$ cat src/rtl/cic_decimator_cfg.sv
// Runtime-rate CIC decimator for a 1-bit PDM stream: input-rate integrators, a time-multiplexed comb, and a valid/ready output.
// Optional build macro CIC_ROUND_EN selects round-half-up with saturation instead of plain truncation.
module cic_decimator_cfg #(
    parameter int ORDER      = 4,
    parameter int RATE_W     = 8,
    parameter int DIFF_DELAY = 1,
    parameter int ACC_WIDTH  = ORDER * RATE_W + 2,
    parameter int OUT_WIDTH  = 24
) (
    input  logic                 clk,
    input  logic                 rst_n,
    input  logic                 i_pdm_in,
    input  logic                 i_in_valid,
    input  logic [RATE_W-1:0]    i_rate_cfg,
    output logic [OUT_WIDTH-1:0] o_out_data,
    output logic                 o_out_valid,
    input  logic                 i_out_ready,
    output logic                 o_overrun
);

    localparam int SHIFT = ACC_WIDTH - OUT_WIDTH;
    localparam int STG_W = (ORDER > 1) ? $clog2(ORDER) : 1;
    localparam logic [RATE_W-1:0] MIN_RATE = RATE_W'(ORDER + 2);
    localparam logic [STG_W-1:0]  LAST_STG = STG_W'(ORDER - 1);

    localparam logic [1:0] ST_IDLE = 2'd0;
    localparam logic [1:0] ST_COMB = 2'd1;
    localparam logic [1:0] ST_OUT  = 2'd2;

    logic signed [ACC_WIDTH-1:0] r_int      [ORDER];
    logic signed [ACC_WIDTH-1:0] w_int_next [ORDER];
    logic signed [ACC_WIDTH-1:0] r_dly      [ORDER][DIFF_DELAY];
    logic signed [ACC_WIDTH-1:0] r_comb_x;
    logic [RATE_W-1:0]           r_cnt;
    logic [RATE_W-1:0]           r_rate;
    logic [RATE_W-1:0]           w_rate_clamp;
    logic [RATE_W-1:0]           w_frame_rate;
    logic                        w_capture;
    logic [1:0]                  r_state;
    logic [STG_W-1:0]            r_stage;
    logic [OUT_WIDTH-1:0]        w_out_next;

    // Integrator next values; stage k adds the previous (registered) value of stage k-1, wrapping freely.
    always_comb begin
        w_int_next[0] = r_int[0] + (i_pdm_in ? ACC_WIDTH'(1) : {ACC_WIDTH{1'b1}});
        for (int k = 1; k < ORDER; k++) begin
            w_int_next[k] = r_int[k] + r_int[k-1];
        end
    end

    // Frame ratio: a fresh clamped rate_cfg applies on the first input of a frame, the latched one afterwards.
    always_comb begin
        w_rate_clamp = (i_rate_cfg < MIN_RATE) ? MIN_RATE : i_rate_cfg;
        w_frame_rate = (r_cnt == RATE_W'(0)) ? w_rate_clamp : r_rate;
        w_capture    = i_in_valid && (r_cnt == (w_frame_rate - RATE_W'(1)));
    end

    // Integrator chain, input counter and per-frame rate latch.
    always_ff @(posedge clk or negedge rst_n) begin
        if (!rst_n) begin
            for (int k = 0; k < ORDER; k++) begin
                r_int[k] <= '0;
            end
            r_cnt  <= RATE_W'(0);
            r_rate <= MIN_RATE;
        end else if (i_in_valid) begin
            for (int k = 0; k < ORDER; k++) begin
                r_int[k] <= w_int_next[k];
            end
            if (r_cnt == RATE_W'(0)) begin
                r_rate <= w_rate_clamp;
            end
            r_cnt <= w_capture ? RATE_W'(0) : (r_cnt + RATE_W'(1));
        end
    end

    // Comb sequencer: one differentiator stage per cycle on a shared subtractor.
    always_ff @(posedge clk or negedge rst_n) begin
        if (!rst_n) begin
            r_state  <= ST_IDLE;
            r_stage  <= '0;
            r_comb_x <= '0;
            for (int s = 0; s < ORDER; s++) begin
                for (int m = 0; m < DIFF_DELAY; m++) begin
                    r_dly[s][m] <= '0;
                end
            end
        end else begin
            case (r_state)
                ST_IDLE: begin
                    if (w_capture) begin
                        r_comb_x <= w_int_next[ORDER-1];
                        r_stage  <= '0;
                        r_state  <= ST_COMB;
                    end
                end
                ST_COMB: begin
                    r_comb_x             <= r_comb_x - r_dly[r_stage][DIFF_DELAY-1];
                    r_dly[r_stage][0]    <= r_comb_x;
                    for (int m = 1; m < DIFF_DELAY; m++) begin
                        r_dly[r_stage][m] <= r_dly[r_stage][m-1];
                    end
                    if (r_stage == LAST_STG) begin
                        r_state <= ST_OUT;
                    end else begin
                        r_stage <= r_stage + STG_W'(1);
                    end
                end
                ST_OUT: begin
                    r_state <= ST_IDLE;
                end
                default: begin
                    r_state <= ST_IDLE;
                end
            endcase
        end
    end

`ifdef CIC_ROUND_EN
    localparam int AW1 = ACC_WIDTH + 1;
    localparam logic signed [ACC_WIDTH:0] HALF =
        (SHIFT > 0) ? (AW1'(1) <<< ((SHIFT > 0) ? (SHIFT - 1) : 0)) : AW1'(0);
    localparam logic signed [ACC_WIDTH:0] OUT_MAX =
        {{(ACC_WIDTH - OUT_WIDTH + 2){1'b0}}, {(OUT_WIDTH - 1){1'b1}}};
    localparam logic signed [ACC_WIDTH:0] OUT_MIN =
        {{(ACC_WIDTH - OUT_WIDTH + 2){1'b1}}, {(OUT_WIDTH - 1){1'b0}}};

    function automatic logic [OUT_WIDTH-1:0] round_sat(input logic signed [ACC_WIDTH-1:0] y);
        logic signed [ACC_WIDTH:0] sum;
        logic signed [ACC_WIDTH:0] q;
        sum = {y[ACC_WIDTH-1], y} + HALF;
        q   = sum >>> SHIFT;
        if (q > OUT_MAX) begin
            return OUT_MAX[OUT_WIDTH-1:0];
        end else if (q < OUT_MIN) begin
            return OUT_MIN[OUT_WIDTH-1:0];
        end else begin
            return q[OUT_WIDTH-1:0];
        end
    endfunction

    assign w_out_next = round_sat(r_comb_x);
`else
    logic signed [ACC_WIDTH-1:0] w_shifted;
    logic                        w_unused;

    assign w_shifted  = r_comb_x >>> SHIFT;
    assign w_out_next = w_shifted[OUT_WIDTH-1:0];
    assign w_unused   = ^w_shifted;
`endif

    // Output holding register: a new sample always wins; an unaccepted old one raises overrun.
    always_ff @(posedge clk or negedge rst_n) begin
        if (!rst_n) begin
            o_out_data  <= '0;
            o_out_valid <= 1'b0;
            o_overrun   <= 1'b0;
        end else if (r_state == ST_OUT) begin
            o_out_data  <= w_out_next;
            o_out_valid <= 1'b1;
            o_overrun   <= o_out_valid && !i_out_ready;
        end else begin
            o_overrun <= 1'b0;
            if (o_out_valid && i_out_ready) begin
                o_out_valid <= 1'b0;
            end
        end
    end

endmodule
$ cat config.mk
export PLATFORM = sky130hd
export DESIGN_NAME = cic_decimator_cfg
export DESIGN_NICKNAME = d
export VERILOG_FILES = /design/src/rtl/cic_decimator_cfg.sv
export SDC_FILE = /design/constraint.sdc
export NUM_CORES = 1
export LEC_CHECK = 0
export ABC_CLOCK_PERIOD_IN_PS = 4700
export CAP_MARGIN = 20
export CORE_ASPECT_RATIO = 1.5
export CORE_MARGIN = 3
export CORE_UTILIZATION = 28
export CTS_BUF_LIST = sky130_fd_sc_hd__clkbuf_8
export DETAILED_ROUTE_END_ITERATION = 10
export PLACE_DENSITY_LB_ADDON = 0.3
export RECOVER_POWER = 100
export SYNTH_ARGS = -nofsm -noshare
export SYNTH_HDL_FRONTEND = slang
export SYNTH_SLANG_ARGS = --single-unit
$ cat constraint.sdc
create_clock -name clk -period 4.7 [get_ports clk]
set_input_delay 1.175 -clock clk [delete_from_list [all_inputs] [get_ports clk]]
set_output_delay 1.175 -clock clk [all_outputs]
set_load 0.05 [all_outputs]
==> impl_results.html <==
<table>
<tr><th>Metric</th><th>Value</th></tr>
<tr><th colspan="2">Worst setup path</th></tr>
<tr><td>Critical Path Sink Type</td><td>register</td></tr>
<tr><td>Arrival time at the worst endpoint</td><td>4990 ps</td></tr>
<tr><td>Crit path kind</td><td>input port to register</td></tr>
<tr><td>Required time of the critical path</td><td>5220 ps</td></tr>
<tr><td>Internal reg-to-reg setup slack</td><td>350 ps</td></tr>
<tr><td>Highest fanout seen on the critical path</td><td>8</td></tr>
<tr><td>Setup crit start</td><td>i_pdm_in</td></tr>
<tr><td>Category of the worst setup path launch point</td><td>input port</td></tr>
<tr><td>Worst reg2reg startpoint</td><td>r_cnt[0]</td></tr>
<tr><th colspan="2">Floorplan</th></tr>
<tr><td>Core region area</td><td>about 0.08 mm^2</td></tr>
<tr><td>Total Die Area</td><td>0.0847 mm^2</td></tr>
<tr><td>Die span in x</td><td>239 um</td></tr>
<tr><td>I/O pins</td><td>39</td></tr>
<tr><td>Die height</td><td>355 um</td></tr>
<tr><td>Initial core utilization</td><td>28.3%</td></tr>
<tr><td>Std-Cell Rows</td><td>127</td></tr>
<tr><th colspan="2">Job</th></tr>
<tr><td>Max-cap viol count</td><td>7</td></tr>
<tr><th colspan="2">Clock network</th></tr>
<tr><td>Insertion delay of the later-clocked pin in the worst-skew pair</td><td>650 ps</td></tr>
<tr><td>Htree depth</td><td>2</td></tr>
<tr><td>Bufs on Longest Clock Path</td><td>3</td></tr>
<tr><td>Num Clock Sinks</td><td>352</td></tr>
<tr><td>TritonCTS clock tree</td><td>built</td></tr>
<tr><td>Clock transition at the registers of the reported paths</td><td>70 ps</td></tr>
<tr><td>Post-CTS Setup Repair Bufs</td><td>0</td></tr>
<tr><td>Cell at the root of the clock tree</td><td>sky130_fd_sc_hd__clkbuf_8</td></tr>
<tr><td>Clock buffers created by TritonCTS</td><td>57</td></tr>
<tr><th colspan="2">Synth</th></tr>
<tr><td>Fraction of post-synthesis cell area in the top cell type by area</td><td>38.6%</td></tr>
<tr><td>Share of synthesized area occupied by flip-flops and latches</td><td>38.8%</td></tr>
<tr><td>Syn_nets</td><td>2351</td></tr>
<tr><td>Proportion of register bits with asynchronous set or reset after synthesis</td><td>100%</td></tr>
<tr><td>Flop and latch count out of synthesis</td><td>352</td></tr>
<tr><td>Ys flop type</td><td>sky130_fd_sc_hd__dfrtp_1</td></tr>
<tr><td>Number of warnings reported in the yosys synthesis log</td><td>0</td></tr>
<tr><td>Post-synthesis cell count</td><td>roughly 2200</td></tr>
<tr><td>Ranking of synthesized cells by instance count</td><td>sky130_fd_sc_hd__dfrtp_1, sky130_fd_sc_hd__mux2_2, sky130_fd_sc_hd__ha_1</td></tr>
<tr><td>Biggest area contributors in the synthesized netlist</td><td>sky130_fd_sc_hd__dfrtp_1, sky130_fd_sc_hd__mux2_2, sky130_fd_sc_hd__ha_1, sky130_fd_sc_hd__xnor2_1, sky130_fd_sc_hd__a21oi_1</td></tr>
<tr><td>Distinct cell type count of the synthesized netlist</td><td>around 80</td></tr>
<tr><td>Mean cell area of the mapped netlist</td><td>10.5 um^2</td></tr>
<tr><td>Synthesized cell area</td><td>0.0227 mm^2</td></tr>
<tr><td>Leading area contributor after synthesis</td><td>sky130_fd_sc_hd__dfrtp_1</td></tr>
<tr><td>Count of flip-flops with a built-in enable after synthesis</td><td>0</td></tr>
<tr><td>Count leader, synth</td><td>sky130_fd_sc_hd__dfrtp_1</td></tr>
<tr><th colspan="2">STA</th></tr>
<tr><td>Fin crit share</td><td>95.1%</td></tr>
<tr><td>Timing-limited maximum frequency</td><td>224 MHz</td></tr>
<tr><td>Unrepaired setup endpoints after global routing</td><td>false</td></tr>
<tr><td>Final hold viol count</td><td>0</td></tr>
<tr><td>Setup violations, final</td><td>0</td></tr>
<tr><td>Slew HR</td><td>-102%</td></tr>
<tr><td>Slew at the pin closest to its max-slew limit</td><td>3040 ps</td></tr>
<tr><td>Min Tclk post-route</td><td>4470 ps</td></tr>
<tr><td>Pins over their slew limit</td><td>347</td></tr>
<tr><td>Worst Clk Skew</td><td>about 30 ps</td></tr>
<tr><td>Hold slack</td><td>~480 ps</td></tr>
<tr><th colspan="2">Detailed routing</th></tr>
<tr><td>Initial DRT Pass Iterations</td><td>8</td></tr>
<tr><td>Overall via count from detail_route</td><td>16800</td></tr>
<tr><td>Drt total wl</td><td>53400 um</td></tr>
<tr><td>DRT iter0 DRCs</td><td>roughly 750</td></tr>
<tr><td>Via-per-instance ratio</td><td>roughly 5</td></tr>
<tr><td>Average wire per cell in the routed design</td><td>15.9 um</td></tr>
<tr><td>Post-detailed-route count of antenna-violating nets</td><td>0</td></tr>
<tr><td>Number of design rule violations left after detail routing</td><td>0</td></tr>
<tr><th colspan="2">Placed design</th></tr>
<tr><td>Final weighted congestion of routability-driven global placement</td><td>approximately 0.8</td></tr>
<tr><td>Input/output buffers</td><td>38</td></tr>
<tr><td>Placed cells</td><td>around 3300</td></tr>
<tr><td>HPWL Detailed</td><td>just under 40000 um</td></tr>
<tr><th colspan="2">Global route</th></tr>
<tr><td>Maximum number of pins on one net before global-route repair</td><td>112</td></tr>
<tr><td>Antenna violations before repair</td><td>1</td></tr>
<tr><td>Grt total ovfl</td><td>0</td></tr>
<tr><td>Number of global-route vias before repair</td><td>~18000</td></tr>
<tr><td>Global-route wire length before repair</td><td>a little over 90000 um</td></tr>
<tr><td>Gr usage total</td><td>12.7%</td></tr>
<tr><th colspan="2">Final layout</th></tr>
<tr><td>Final standard cell count with taps included and fillers excluded</td><td>3366</td></tr>
<tr><td>Fraction of final layout cells sized beyond drive strength 1</td><td>20.8%</td></tr>
<tr><td>Relative area change from synthesis to final layout</td><td>13.9%</td></tr>
<tr><td>Layout Nets</td><td>2479</td></tr>
<tr><th colspan="2">Worst hold path</th></tr>
<tr><td>Launch point of the worst hold path</td><td>r_dly[103]</td></tr>
<tr><td>Class of the tightest hold or removal check</td><td>register to register</td></tr>
<tr><th colspan="2">Run status</th></tr>
<tr><td>Status</td><td>finished, violations left</td></tr>
<tr><td>Failing checks</td><td>max-capacitance violations, max-slew violations</td></tr>
</table>
==> through the flow <==
| step | util, % | setup slack (ps) | setup TNS, ps | area (um^2) |
|---|---|---|---|---|
| after detailed placement | 31.1 | -585 | -2440 | 24900 |
| after global placement | 31.1 | -555 | -1780 | 24900 |
| after CTS | 32.5 | 122 | 0 | 26000 |
| final | 32.3 | 230 | 0 | 25900 |
| after global routing | 32.3 | 25.4 | 0 | 25900 |
| after floorplan | - | 3.39 | 0 | 22700 |
==> area by class of cell <==
cell class	count	area, um^2
tap	1032	1290
fill	8050	54400
antenna	1	2.50
timing repair buffer	132	1020
multi-input combinational	1651	13300
clock buffer	65	895
inverter	96	364
sequential	352	8810
clock inverter	37	234
==> state kept, by name (all words and copies together), names as in the netlist <==
name	count
r_comb_x	34
o_overrun	1
r_cnt	8
o_out_valid	1
r_stage	2
o_out_data	24
r_dly	136
r_rate	8
r_int	136
r_state	2
==> routing by layer <==
layer	global-route usage, %	vias up	wire [um]
met5	0	-	0
met4	4.66	0	1700
met3	1.49	84	1390
met2	23.9	213	27900
met1	14.6	8311	22400
li1	-	8221	-
==> worst max-delay path, stage by stage <==
cell	delay, ps
sky130_fd_sc_hd__clkdlybuf4s50_1	530
sky130_fd_sc_hd__clkinvlp_4	120
sky130_fd_sc_hd__buf_12	160
sky130_fd_sc_hd__buf_4	150
sky130_fd_sc_hd__ha_1	290
sky130_fd_sc_hd__o21ai_1	90
sky130_fd_sc_hd__buf_4	150
sky130_fd_sc_hd__o31ai_1	300
sky130_fd_sc_hd__a211oi_1	120
sky130_fd_sc_hd__clkbuf_1	150
sky130_fd_sc_hd__o41ai_1	490
sky130_fd_sc_hd__a21oi_1	200
sky130_fd_sc_hd__a31oi_1	300
sky130_fd_sc_hd__a211oi_1	150
sky130_fd_sc_hd__a21oi_1	180
sky130_fd_sc_hd__xnor2_1	130
sky130_fd_sc_hd__nand2_1	80
sky130_fd_sc_hd__xnor2_1	220
==> cells in the final DEF (no fill, tap or decap), types with 8 or more instances in the layout <==
cell / count
sky130_fd_sc_hd__nor2b_1: 19
sky130_fd_sc_hd__nand2b_1: 26
sky130_fd_sc_hd__clkdlybuf4s50_1: 10
sky130_fd_sc_hd__nand3_1: 36
sky130_fd_sc_hd__xnor2_1: 110
sky130_fd_sc_hd__a31oi_1: 37
sky130_fd_sc_hd__xor2_1: 41
sky130_fd_sc_hd__a21oi_1: 164
sky130_fd_sc_hd__o211ai_1: 10
sky130_fd_sc_hd__buf_4: 62
sky130_fd_sc_hd__and3_1: 25
sky130_fd_sc_hd__clkinv_2: 11
sky130_fd_sc_hd__o21ai_0: 89
sky130_fd_sc_hd__or2_2: 9
sky130_fd_sc_hd__mux4_2: 34
sky130_fd_sc_hd__nand2_1: 150
sky130_fd_sc_hd__nor4_1: 11
sky130_fd_sc_hd__nor3_1: 29
sky130_fd_sc_hd__mux2_2: 269
sky130_fd_sc_hd__nor2_1: 106
sky130_fd_sc_hd__mux2i_1: 19
sky130_fd_sc_hd__dfrtp_1: 350
sky130_fd_sc_hd__o21bai_1: 23
sky130_fd_sc_hd__dlygate4sd3_1: 26
sky130_fd_sc_hd__a21o_1: 79
sky130_fd_sc_hd__nand4_1: 11
sky130_fd_sc_hd__clkbuf_8: 65
sky130_fd_sc_hd__inv_1: 115
sky130_fd_sc_hd__a211oi_1: 30
sky130_fd_sc_hd__or3_1: 11
sky130_fd_sc_hd__o31ai_1: 8
sky130_fd_sc_hd__clkbuf_1: 21
sky130_fd_sc_hd__o21a_1: 17
sky130_fd_sc_hd__ha_1: 171
==> kinds of logic after synthesis <==
group                    Yosys count  synth area share (%)
AND/OR/NAND/NOR                  473                  10.3
AO/OA/AOI/OAI                    527                  14.9
XOR/XNOR                         152                  5.93
flip-flops                       352                  38.8
buffers and inverters            159                  2.66
multiplexers                     323                  17.6
adder cells (fa/ha/maj)          176                  9.86
==> worst paths after layout <==
| check | end | cells after the start |
|---|---|---|
| max | r_int[135] | 18 |
| min reg2reg | r_dly[103] | 2 |
| min in group asynchronous | r_dly[135] | 1 |
| max reg2reg | r_comb_x[21] | 12 |
| max in group asynchronous | r_dly[3] | 2 |
| min | r_dly[103] | 2 |
==> repair_timing <==
| item | in CTS | in global routing |
|---|---|---|
| gates resized for setup | 0 | 2 |
| hold buffers | 0 | 0 |
| endpoints found under the setup margin | 0 | 1 |
Power is left out: the tool's default activity adds up to more than one toggle a clock period on the data nets, which glitch-free logic cannot reach.
